===== config.mk =====
export PLATFORM = sky130hd
export DESIGN_NAME = uart_tx_scheduler_flat
export DESIGN_NICKNAME = d
export VERILOG_FILES = /design/src/rtl/uart_tx_scheduler_if.sv /design/src/rtl/uart_tx_scheduler.sv /design/src/flat_wrapper.sv
export SDC_FILE = /design/constraint.sdc
export NUM_CORES = 1
export LEC_CHECK = 0
export ABC_AREA = 1
export CAP_MARGIN = 10
export CORE_AREA = 2 2 68 70
export CTS_CLUSTER_DIAMETER = 150
export DETAILED_ROUTE_END_ITERATION = 10
export DIE_AREA = 0 0 70 72
export DONT_BUFFER_PORTS = 1
export MAX_ROUTING_LAYER = met4
export PLACE_DENSITY = 0.81
export SKIP_CTS_REPAIR_TIMING = 1
export SYNTH_ARGS = -nofsm -noshare
export SYNTH_HDL_FRONTEND = slang
export SYNTH_SLANG_ARGS = --single-unit

===== constraint.sdc =====
create_clock -name sys_clk -period 1.73 [get_ports sys_clk]
set_input_delay 0.346 -clock sys_clk [delete_from_list [all_inputs] [get_ports sys_clk]]
set_output_delay 0.346 -clock sys_clk [all_outputs]
set_load 0.05 [all_outputs]

===== src/rtl/uart_tx_scheduler_if.sv =====
// Requester-side handshake and transmitter-side control bundle for uart_tx_scheduler.
// master = requesters/transmitter environment, slave = the scheduler.
interface uart_tx_scheduler_if;
    logic [3:0]  req_valid;
    logic [31:0] req_data;
    logic [3:0]  req_lock;
    logic [3:0]  req_ready;
    logic        tx_clk_en;
    logic        tx_en;
    logic [7:0]  tx_data;
    logic        busy;
    logic [1:0]  grant_id;

    modport master (
        output req_valid, req_data, req_lock,
        input  req_ready, tx_clk_en, tx_en, tx_data, busy, grant_id
    );

    modport slave (
        input  req_valid, req_data, req_lock,
        output req_ready, tx_clk_en, tx_en, tx_data, busy, grant_id
    );
endinterface


===== src/rtl/uart_tx_scheduler.sv =====
// Round-robin byte scheduler in front of a UART transmitter, with per-requester
// grant locking (released by owner or by idle timeout) and a free-running baud divider.
module uart_tx_scheduler #(
    parameter int unsigned CLK_DIV      = 434,
    parameter int unsigned FRAME_TICKS  = 10,
    parameter int unsigned LOCK_TIMEOUT = 16
) (
    input  logic               sys_clk,
    input  logic               rst,
    uart_tx_scheduler_if.slave bus
);
    localparam int unsigned NREQ   = 4;
    localparam int unsigned IDX_W  = 2;
    localparam int unsigned BYTE_W = 8;
    localparam int unsigned DIV_W  = (CLK_DIV > 1) ? $clog2(CLK_DIV) : 1;
    localparam int unsigned BEAT_W = $clog2(FRAME_TICKS + 1);
    localparam int unsigned IDLE_W = $clog2(LOCK_TIMEOUT + 1);

    typedef enum logic [1:0] {
        ST_IDLE = 2'd0,
        ST_SEND = 2'd1,
        ST_WAIT = 2'd2
    } state_e;

    state_e              state_q, state_d;
    logic [DIV_W-1:0]    div_q, div_d;
    logic [BEAT_W-1:0]   beat_q, beat_d;
    logic [IDX_W-1:0]    rr_ptr_q, rr_ptr_d;
    logic                lock_active_q, lock_active_d;
    logic [IDX_W-1:0]    lock_owner_q, lock_owner_d;
    logic [IDLE_W-1:0]   lock_idle_q, lock_idle_d;
    logic                tx_en_q, tx_en_d;
    logic [BYTE_W-1:0]   tx_data_q, tx_data_d;
    logic [IDX_W-1:0]    grant_id_q, grant_id_d;

    logic                tick_c;
    logic [NREQ-1:0]     elig_c;
    logic                sel_found_c;
    logic [IDX_W-1:0]    sel_idx_c;
    logic [IDX_W-1:0]    cand_c;
    logic [NREQ-1:0]     req_ready_c;

    // Free-running baud divider, independent of the FSM.
    assign tick_c = (div_q == DIV_W'(CLK_DIV - 1)) && !rst;
    assign div_d  = (div_q == DIV_W'(CLK_DIV - 1)) ? '0 : DIV_W'(div_q + 1'b1);

    // Round-robin pick starting at rr_ptr; a held lock narrows eligibility to its owner.
    always_comb begin
        elig_c      = lock_active_q ? (bus.req_valid & (NREQ'(1) << lock_owner_q)) : bus.req_valid;
        sel_found_c = 1'b0;
        sel_idx_c   = '0;
        cand_c      = '0;
        for (int unsigned k = 0; k < NREQ; k++) begin
            cand_c = IDX_W'(rr_ptr_q + IDX_W'(k));
            if (!sel_found_c && elig_c[cand_c]) begin
                sel_found_c = 1'b1;
                sel_idx_c   = cand_c;
            end
        end
    end

    always_comb begin
        state_d       = state_q;
        beat_d        = beat_q;
        rr_ptr_d      = rr_ptr_q;
        lock_active_d = lock_active_q;
        lock_owner_d  = lock_owner_q;
        lock_idle_d   = lock_idle_q;
        tx_data_d     = tx_data_q;
        grant_id_d    = grant_id_q;
        tx_en_d       = 1'b0;
        req_ready_c   = '0;
        unique case (state_q)
            ST_IDLE: begin
                if (sel_found_c) begin
                    req_ready_c   = NREQ'(1) << sel_idx_c;
                    tx_data_d     = bus.req_data[{sel_idx_c, 3'b000} +: BYTE_W];
                    grant_id_d    = sel_idx_c;
                    rr_ptr_d      = IDX_W'(sel_idx_c + 1'b1);
                    lock_active_d = bus.req_lock[sel_idx_c];
                    if (bus.req_lock[sel_idx_c]) begin
                        lock_owner_d = sel_idx_c;
                    end
                    lock_idle_d   = '0;
                    tx_en_d       = 1'b1;
                    state_d       = ST_SEND;
                end else if (lock_active_q && tick_c && !bus.req_valid[lock_owner_q]) begin
                    // Owner has gone quiet: count idle baud ticks toward releasing the lock.
                    if (lock_idle_q == IDLE_W'(LOCK_TIMEOUT - 1)) begin
                        lock_active_d = 1'b0;
                        lock_idle_d   = '0;
                    end else begin
                        lock_idle_d = IDLE_W'(lock_idle_q + 1'b1);
                    end
                end
            end
            ST_SEND: begin
                beat_d  = '0;
                state_d = ST_WAIT;
            end
            ST_WAIT: begin
                if (tick_c) begin
                    beat_d = BEAT_W'(beat_q + 1'b1);
                    if (beat_q == BEAT_W'(FRAME_TICKS - 1)) begin
                        state_d = ST_IDLE;
                    end
                end
            end
            default: state_d = ST_IDLE;
        endcase
    end

    always_ff @(posedge sys_clk) begin
        if (rst) begin
            state_q       <= ST_IDLE;
            div_q         <= '0;
            beat_q        <= '0;
            rr_ptr_q      <= '0;
            lock_active_q <= 1'b0;
            lock_owner_q  <= '0;
            lock_idle_q   <= '0;
            tx_en_q       <= 1'b0;
            tx_data_q     <= '0;
            grant_id_q    <= '0;
        end else begin
            state_q       <= state_d;
            div_q         <= div_d;
            beat_q        <= beat_d;
            rr_ptr_q      <= rr_ptr_d;
            lock_active_q <= lock_active_d;
            lock_owner_q  <= lock_owner_d;
            lock_idle_q   <= lock_idle_d;
            tx_en_q       <= tx_en_d;
            tx_data_q     <= tx_data_d;
            grant_id_q    <= grant_id_d;
        end
    end

    assign bus.req_ready = rst ? '0 : req_ready_c;
    assign bus.tx_clk_en = tick_c;
    assign bus.tx_en     = tx_en_q;
    assign bus.tx_data   = tx_data_q;
    assign bus.busy      = (state_q != ST_IDLE) && !rst;
    assign bus.grant_id  = grant_id_q;

endmodule


===== src/flat_wrapper.sv =====
// flat-port wrapper written by rule: the top's interface ports become plain ports
module uart_tx_scheduler_flat 
#(
    parameter int unsigned CLK_DIV      = 434,
    parameter int unsigned FRAME_TICKS  = 10,
    parameter int unsigned LOCK_TIMEOUT = 16
)
  (sys_clk, rst, bus_req_valid, bus_req_data, bus_req_lock, bus_req_ready, bus_tx_clk_en, bus_tx_en, bus_tx_data, bus_busy, bus_grant_id);
  uart_tx_scheduler_if bus_i ();
  input  logic sys_clk;
  input  logic rst;
  input wire logic [$bits(bus_i.req_valid)-1:0] bus_req_valid;
  input wire logic [$bits(bus_i.req_data)-1:0] bus_req_data;
  input wire logic [$bits(bus_i.req_lock)-1:0] bus_req_lock;
  output wire logic [$bits(bus_i.req_ready)-1:0] bus_req_ready;
  output wire logic [$bits(bus_i.tx_clk_en)-1:0] bus_tx_clk_en;
  output wire logic [$bits(bus_i.tx_en)-1:0] bus_tx_en;
  output wire logic [$bits(bus_i.tx_data)-1:0] bus_tx_data;
  output wire logic [$bits(bus_i.busy)-1:0] bus_busy;
  output wire logic [$bits(bus_i.grant_id)-1:0] bus_grant_id;
  assign bus_i.req_valid = bus_req_valid;
  assign bus_i.req_data = bus_req_data;
  assign bus_i.req_lock = bus_req_lock;
  assign bus_req_ready = bus_i.req_ready;
  assign bus_tx_clk_en = bus_i.tx_clk_en;
  assign bus_tx_en = bus_i.tx_en;
  assign bus_tx_data = bus_i.tx_data;
  assign bus_busy = bus_i.busy;
  assign bus_grant_id = bus_i.grant_id;
  uart_tx_scheduler #(.CLK_DIV(CLK_DIV), .FRAME_TICKS(FRAME_TICKS), .LOCK_TIMEOUT(LOCK_TIMEOUT)) u_core (.sys_clk(sys_clk), .rst(rst), .bus(bus_i));
endmodule

# Word-level counts from Yosys, hierarchy flattened
# Cells that the tools add are included.
dict set report totals {
  ff_bits 36
  out_inout_bits 17
  word_cells 98
}
dict set report op_classes {
  addsub 7
  n_lt_le_gt_ge 6
  n_eq_ne 8
  shifts 3
  mux 37
  bitwise_logic 2
  reduce_logical 25
}
# cell count
set ops {}
lappend ops {{$shiftx 32x6->8} 1}
lappend ops {{$mux 4} 5}
lappend ops {{$lt 2x3->1 const B} 6}
lappend ops {{$mux 5} 3}
lappend ops {{$mux 1} 14}
lappend ops {{$mux 2} 7}
lappend ops {{$bmux 1 s2} 6}
lappend ops {{$add 9x1->9 const B} 1}
lappend ops {{$eq 9x9->1 const B} 1}
lappend ops {{$reduce_and 3->1} 3}
lappend ops {{$pmux 4 s2} 1}
lappend ops {{$reduce_bool 2->1} 4}
lappend ops {{$shl 1x2->4 const A} 2}
lappend ops {{$logic_and 1x1->1} 7}
lappend ops {{$ne 2x1->1 const B} 3}
lappend ops {{$pmux 2 s3} 1}
lappend ops {{$reduce_and 2->1} 3}
lappend ops {{$add 5x1->5 const B} 1}
lappend ops {{$eq 5x4->1 const B} 1}
lappend ops {{$logic_not 1->1} 5}
lappend ops {{$add 2x1->2 const B} 2}
lappend ops {{$add 2x2->2 const B} 2}
lappend ops {{$add 4x1->4 const B} 1}
lappend ops {{$and 4x4->4} 1}
lappend ops {{6 further kinds} 7}

# Logic depth before layout (Yosys ltp)
# Gate-level depths: netlist of the first run.
dict set report depth {
  word_depth 19
  depth_mapped 17
  depth_no_buf 16
}

# Worst setup path after synthesis of the first run
# No wires, ideal clock.
dict set report synth_timing {
  kind {register to output}
  from {register u_core.rr_ptr_q[0]}
  to {output port bus_req_ready[0]}
  arrival_ns 2.485
  required_ns 1.384
  path_slack_ns -1.101
  stages_incl_launch_ff 14
  n_path_buf 3
  cell_sequence {dfxtp_1 > buf_6 > inv_6 > nand3_2 > nand2_1 > nand2_1 > nand2_2 > nand2_1 > nand2_2 > nand2_4 > nand2_8 > buf_12 > buf_6 > nor3_1}
}
dict set report synth_via {
  elab_chain_len 16
  elab_cells_between_ends 29
}
# item line
set synth_lines {}
lappend synth_lines {{from (decl)} uart_tx_scheduler.sv:28} ;# logic [IDX_W-1:0] rr_ptr_q, rr_ptr_d;
lappend synth_lines {{from (signal assigned)} uart_tx_scheduler.sv:129} ;# rr_ptr_q <= rr_ptr_d;
lappend synth_lines {{parallel branches: the longest is 13 deep, another holds $add 2x1->2} --}
lappend synth_lines {{$mux 4 (*)} uart_tx_scheduler.sv:75} ;# if (sel_found_c) begin
lappend synth_lines {{$mux 4 (*)} uart_tx_scheduler.sv:73} ;# unique case (state_q)
lappend synth_lines {{$mux 4 (*)} uart_tx_scheduler.sv:139} ;# assign bus.req_ready = rst ? '0 : req_ready_c;
lappend synth_lines {{to (decl)} flat_wrapper.sv:15} ;# output wire logic [$bits(bus_i.req_ready)-1:0] bus_req_ready;
# Mark *: on every way between the ends. The select of a mux whose other input is x is not followed.

# Worst setup path after layout of the first run
dict set report layout_timing {
  from {register u_core.lock_owner_q[0]}
  to {output port bus_req_ready[2]}
}
dict set report layout_via {
  elab_chain_len 19
  elab_cells_between_ends 29
}
# item line
set layout_lines {}
lappend layout_lines {{from (decl)} uart_tx_scheduler.sv:30} ;# logic [IDX_W-1:0] lock_owner_q, lock_owner_d;
lappend layout_lines {{from (signal assigned)} uart_tx_scheduler.sv:131} ;# lock_owner_q <= lock_owner_d;
lappend layout_lines {{$shl 1x2->4 (*)} uart_tx_scheduler.sv:49} ;# elig_c = lock_active_q ? (bus.req_valid & (NREQ'(1) << lock_owner_q)) : bus.req_valid;
lappend layout_lines {{$and 4x4->4 (*)} uart_tx_scheduler.sv:49}
lappend layout_lines {{$mux 4 (*)} uart_tx_scheduler.sv:49}
lappend layout_lines {{$bmux 1 s2} uart_tx_scheduler.sv:55} ;# if (!sel_found_c && elig_c[cand_c]) begin
lappend layout_lines {{$mux 1 (implied by the code)} uart_tx_scheduler.sv:55}
lappend layout_lines {{$mux 1} uart_tx_scheduler.sv:55}
lappend layout_lines {{$logic_not 1->1} uart_tx_scheduler.sv:55}
lappend layout_lines {{$logic_and 1x1->1} uart_tx_scheduler.sv:55}
lappend layout_lines {{[... 3 more ...]} --}
lappend layout_lines {{$mux 1} uart_tx_scheduler.sv:55}
lappend layout_lines {{$logic_not 1->1} uart_tx_scheduler.sv:55}
lappend layout_lines {{$logic_and 1x1->1} uart_tx_scheduler.sv:55}
lappend layout_lines {{$mux 2} uart_tx_scheduler.sv:55}
lappend layout_lines {{$shl 1x2->4} uart_tx_scheduler.sv:76} ;# req_ready_c = NREQ'(1) << sel_idx_c;
lappend layout_lines {{$mux 4 (*)} uart_tx_scheduler.sv:75}
lappend layout_lines {{$mux 4 (*)} uart_tx_scheduler.sv:73}
lappend layout_lines {{$mux 4 (*)} uart_tx_scheduler.sv:139}
# Every way passes the cells marked *; elsewhere a longest branch is shown, timed or not. The select of a mux whose other input is x is not followed.

==> impl_metrics.toml, run 1 <==
[synthesis]
ys_seq_area_frac = 0.3049
syn_area_mm2 = 0.002364
avgSynthCellArea_um2 = 7.098
synth_top_family_by_area = "simple AND/OR/NAND/NOR gates"
synthMuxAreaShare = 0
yosys.area_share.simple = 0.4891
ys_ff_latch = 36
synth_compound_gate_area_share = 0.04394
syn_nets = 380
synth-xor-area-share = 0.04182
synth_cell_types = 38
yosys_warnings = 0
synth_cells = 333
synthAdderAreaFrac = 0.02647

[sta]
tightest_slew_ns = 0.5688
rsz0062_at_grt = "true"
setup-tns-final_ns = -5.377
skew_ns = 0.007792
finalWorstSetupSlack_ns = -0.6044
finalCritPeriodShare = 1.349
hold_viol = 0
slew_violations = 0
finalSetupViolations = 23
timing.fmax_mhz = 428.4
relSlewSlack = 0.6203
period_minus_slack_ns = 2.334

[floorplan]
core_mm2 = 0.004264
dieArea_mm2 = 0.005040
rows = 24
initial_core_util = 0.5543
die_w_um = 70
top_level_ports = 59
die_h_um = 72

[drt]
ant_nets = 0
drt_first_pass_iters = 5
drc = 0
via_per_inst = 5.523
via_count = 2364
drt_iter0_drc = 101
drt_wl_total_um = 6558
wl_per_cell_um = 15.32

[critical_path]
worstPathRequired_ns = 1.38
worstPathMaxFanout = 4
cp_slowest_stage_delay_ns = 0.41
crit_path_frequent_cell = "nand3_4"
end_kind = "output pin"
crit_chain = "inv_4 > nand3_4 > nand3_4 > buf_6 > nand3_4 > nand2_2 > nor2_2 > nand2_2 > nand2_4 > nand2_8 > inv_6 > nand2_4 > nor2_4 > buf_12"
crit_buf_inv = 4
path_class = "reg2out"
critical_path_arrival_ns = 1.99
critPathSlowestCell = "dfxtp_4"
startpoint_type = "flop"
cp_top_family = "simple AND/OR/NAND/NOR gates"

[placement]
dp.final_hpwl_um = 4312
routabilityCongestion = 0.9394
pre_cts_slack_ns = -0.3137
io_buffers = 0

[global_route]
grt_pass1_wl_um = 9542
grt_max_degree = 19
grt_antenna_before_repair = 0
grt.total_usage = 0.2435
grt_pass1_vias = 2166
overflow = 0

[final_layout]
final_common_cell = "nand2_1"
fin_nets = 423
syn2layout_area_growth_pct = 40.50
mostFrequentLayoutCells = "69 x nand2_1, 39 x nand3_1, 32 x buf_4"
drive_above_1_share = 0.4441
antennaDiodeCount = 0

[power]
cellLeakagePower_uw = 0.001431
powerDensity_mw_per_mm2 = 2040
ir_drop_uv = 2055

[cts]
h-tree-depth = 2
clk_transition_reported_paths_ns = 0.07
cts_tree = "built"
clock-root-buffer = "clkbuf_8"
clockBufferDepth = 2
cts_made_buffers = 5
cts_sinks = 36
clkLatencyLatePin_ns = 0.30

[flow_run]
maxCapViolations = 0

[outcome]
violations = "negative setup slack"
outcome = "complete, but fails checks"

[hold_path]
hp-class = "in2reg"
[logic make-up (layout without fill, tap and decap cells)]
| family | count (synthesis) | after routing |
|---|---|---|
| xor+xnor | 7 | 7 |
| simple gates | 224 | 224 |
| buf+inv | 42 | 85 |
| compound gates | 19 | 19 |
| fa+ha+maj | 5 | 5 |
| flops | 36 | 36 |
[final timing paths]
path	start	slack, ns	to	cells after the start
worst max-delay path	u_core.lock_owner_q[0]	-0.60	bus_req_ready[2]	14
worst min-delay path	rst	0.11	u_core.lock_idle_q[1]	1
worst max register to register	u_core.lock_owner_q[0]	-0.26	u_core.lock_owner_q[0]	17
worst min register to register	u_core.lock_idle_q[1]	0.48	u_core.lock_idle_q[1]	2
[per-stage QoR]
step,hold slack [ns],instance area (µm²),cells,utilization,power [µW]
after floorplan,0.4334,2470,333,-,4168
after global placement,0.4176,2796,413,0.6558,4949
after detailed placement,0.4191,2796,413,0.6558,5046
after CTS,0.1056,2874,420,0.6740,5615
after global routing,0.09530,3321,428,0.7788,7163
final,0.1102,3321,428,0.7788,6775
[synth_stat cells]
library cell | number | area share
nand2_2 | 9 | 0.024
dfxtp_1 | 36 | 0.30
inv_6 | 1 | 0.0037
buf_6 | 4 | 0.019
buf_2 | 2 | 0.0042
o21ai_0 | 5 | 0.011
xor2_1 | 2 | 0.0074
inv_2 | 2 | 0.0032
nor2_4 | 1 | 0.0048
o211ai_1 | 1 | 0.0032
xor2_4 | 1 | 0.012
buf_4 | 2 | 0.0064
buf_12 | 1 | 0.0085
o2111ai_1 | 1 | 0.0037
inv_4 | 1 | 0.0026
nand2_8 | 1 | 0.0085
o22ai_1 | 2 | 0.0053
nor3_1 | 5 | 0.011
nand4_4 | 1 | 0.0090
nand3_2 | 13 | 0.055
or3_1 | 1 | 0.0026
xnor2_1 | 3 | 0.011
ha_1 | 5 | 0.026
nand3_4 | 2 | 0.015
nor2_2 | 2 | 0.0053
inv_1 | 25 | 0.040
xnor2_4 | 1 | 0.012
nor3b_1 | 2 | 0.0064
clkinv_1 | 1 | 0.0016
clkbuf_1 | 3 | 0.0048
nand4_1 | 5 | 0.013
or2_2 | 2 | 0.0053
nor2_1 | 24 | 0.038
nand3_1 | 57 | 0.12
nand2_4 | 4 | 0.019
nor4_1 | 1 | 0.0026
a21oi_1 | 10 | 0.021
nand2_1 | 94 | 0.15
[power by group]
group	switching, µW	internal, µW	total [µW]
Clock	297	274	570
Combinational	2740	1990	4730
Sequential	466	1010	1480
[per-layer routing]
| layer | wire length (µm) | vias up | share of wire | GRT usage |
|---|---|---|---|---|
| met5 | 0 | - | 0 | - |
| met4 | 132 | 0 | 0.020 | 0.08547 |
| met3 | 391 | 15 | 0.060 | 0.06111 |
| met2 | 3530 | 77 | 0.54 | 0.4127 |
| met1 | 2503 | 1101 | 0.38 | 0.2830 |
| li1 | - | 1171 | - | - |
[flip-flops by register name, summed over array words and instances (netlist names)]
register,count
u_core.div_q,9
u_core.state_q,2
u_core.lock_owner_q,2
u_core.beat_q,4
u_core.bus.tx_en,1
u_core.lock_active_q,1
u_core.bus.tx_data,8
u_core.lock_idle_q,5
u_core.rr_ptr_q,2
u_core.bus.grant_id,2
[final cells by class]
| class | count | area (µm²) |
|---|---|---|
| Clock buffer | 6 | 72.57 |
| Clock inverter | 1 | 5.005 |
| Fill cell | 274 | 943.4 |
| Inverter | 30 | 143.9 |
| Multi-Input combinational cell | 255 | 1810 |
| Sequential cell | 36 | 733.2 |
| Tap cell | 52 | 65.06 |
| Timing Repair Buffer | 48 | 490.5 |
(Power assumes the default switching activity.)
==> run 2, diff against run 1 <==
Settings changed: CORE_AREA 2 2 68 70 to 2 2 76 78, DIE_AREA 0 0 70 72 to 0 0 78 80, DONT_BUFFER_PORTS 1 to unset, PLACE_DENSITY 0.81 to 0.83.
==> impl_metrics.toml, run 2 (synthesized netlist as in run 1, its figures left out) <==
[outcome]
outcome = "complete, but fails checks"
violations = "negative setup slack"

[sta]
skew_ns = 0.009996
tightest_slew_ns = 0.2857
slew_violations = 0
hold_viol = 0
relSlewSlack = 0.8092
timing.fmax_mhz = 413.2
finalWorstSetupSlack_ns = -0.6900
finalCritPeriodShare = 1.399
rsz0062_at_grt = "true"
period_minus_slack_ns = 2.420
setup-tns-final_ns = -8.066
finalSetupViolations = 25

[drt]
via_per_inst = 5.286
drt_iter0_drc = 189
via_count = 2696
drt_wl_total_um = 7913
wl_per_cell_um = 15.52
drc = 0
ant_nets = 0
drt_first_pass_iters = 4

[hold_path]
hp-class = "in2reg"
hold_path_depth = 2
hp-start = "rst"

[global_route]
grt_pass1_vias = 2479
overflow = 0
grt_antenna_before_repair = 0
grt_max_degree = 19
grt.total_usage = 0.2140
grt_pass1_wl_um = 10590

[power]
pwr-share-seq = 0.162
powerDensity_mw_per_mm2 = 1828
switchingPower_uw = 3652
cellLeakagePower_uw = 0.001750
p_int_uw = 3573
ir_drop_uv = 1083
clockPowerShare = 0.081
swShare = 0.5055
p_comb_frac = 0.757

[floorplan]
die_h_um = 80
top_level_ports = 59
dieArea_mm2 = 0.006240
core_mm2 = 0.005405
rows = 27
die_w_um = 78
initial_core_util = 0.4373

[cts]
h-tree-depth = 2
cts_made_buffers = 5
clockBufferDepth = 2
clk_transition_reported_paths_ns = 0.08
cts_sinks = 36
clock-root-buffer = "clkbuf_8"
clkLatencyLatePin_ns = 0.29
cts_tree = "built"

[placement]
dp.final_hpwl_um = 4804
place_area_mm2 = 0.003364
pre_cts_slack_ns = -0.7813
routabilityCongestion = 0.8711
io_buffers = 58

[critical_path]
critical_path_arrival_ns = 2.07
worstPathRequired_ns = 1.38
r2r_cells = 16
r2r_setup_slack_ns = -0.37
startpoint_type = "flop"
r2r-end = "u_core.bus.tx_data[4]"
startpoint = "u_core.lock_owner_q[0]"
worstPathMaxFanout = 4
end_kind = "output pin"
r2r_start = "u_core.lock_owner_q[0]"
path_class = "reg2out"
crit_path_end = "bus_req_ready[0]"

[final_layout]
num-fill-cells = 370
antennaDiodeCount = 0
regMostFlops = "u_core.div_q"
drive_above_1_share = 0.4178
mostFrequentLayoutCells = "72 x nand2_1, 54 x buf_4, 43 x nand3_1"
largest_register_ffs = 9
syn2layout_area_growth_pct = 67.23
final_common_cell = "nand2_1"
postLayoutCellArea_mm2 = 0.003953
fin_nets = 484

[flow_run]
maxCapViolations = 0
[run 2: per-layer routing]
layer  vias up  share of wire  track usage
met2       101           0.55       0.3957
met1      1270           0.37       0.2259
li1       1297              -            -
met3        28          0.047      0.03846
met4         0          0.036      0.08596
met5         -              0            -
[run 2: layout make-up]
type	count	area [µm²]	area share
clock inverters	1	8.758	0.002216
multi-input cells	255	1810	0.4581
well taps	72	90.09	0.02279
repair buffers	109	1087	0.2751
flip-flops and latches	36	733.2	0.1855
clock buffers	7	76.32	0.01931
inverters	30	146.4	0.03704
[run 2: how the worst min path moves through the flow]
stage | to | slack (ns)
after detailed placement | u_core.bus.tx_data[3] | 0.46
after CTS | u_core.bus.tx_data[6] | 0.47
final | u_core.state_q[0] | 0.45
after floorplan | u_core.div_q[0] | 0.43
after global placement | u_core.bus.grant_id[0] | 0.46
after global routing | u_core.state_q[0] | 0.46
[run 2: power groups by stage]
stage	Sequential [µW]	Combinational, µW	Clock, µW
2_1_floorplan	1430	2740	0
3_3_place_gp	1140	4080	0
3_5_place_dp	1140	4180	0
4_1_cts	1120	4200	592
5_1_grt	1180	5810	622
6_report	1170	5470	589
[run 2: per-stage QoR]
step | std cells | power, µW | hold slack, ns | util
after detailed placement | 490 | 5317 | 0.4612 | 0.6225
after global routing | 510 | 7608 | 0.4645 | 0.7313
after floorplan | 333 | 4168 | 0.4334 | -
final | 510 | 7225 | 0.4547 | 0.7313
after CTS | 498 | 5920 | 0.4744 | 0.6382
after global placement | 490 | 5212 | 0.4598 | 0.6225
[run 2: critical path: stages (launching register included)]
cell,delay [ns]
dfxtp_4,0.39
inv_4,0.08
nand3_4,0.12
nand3_4,0.08
nand2_1,0.10
nand2_2,0.15
inv_2,0.08
nand4_4,0.11
nand2_4,0.09
nor2_4,0.17
inv_2,0.10
nor3_4,0.16
buf_12,0.16
==> run 3, diff against run 2 <==
Settings changed: GPL_TIMING_DRIVEN set to 1.
==> results of run 3 <==
Final layout, timing and power as in run 2 (identical DEF).
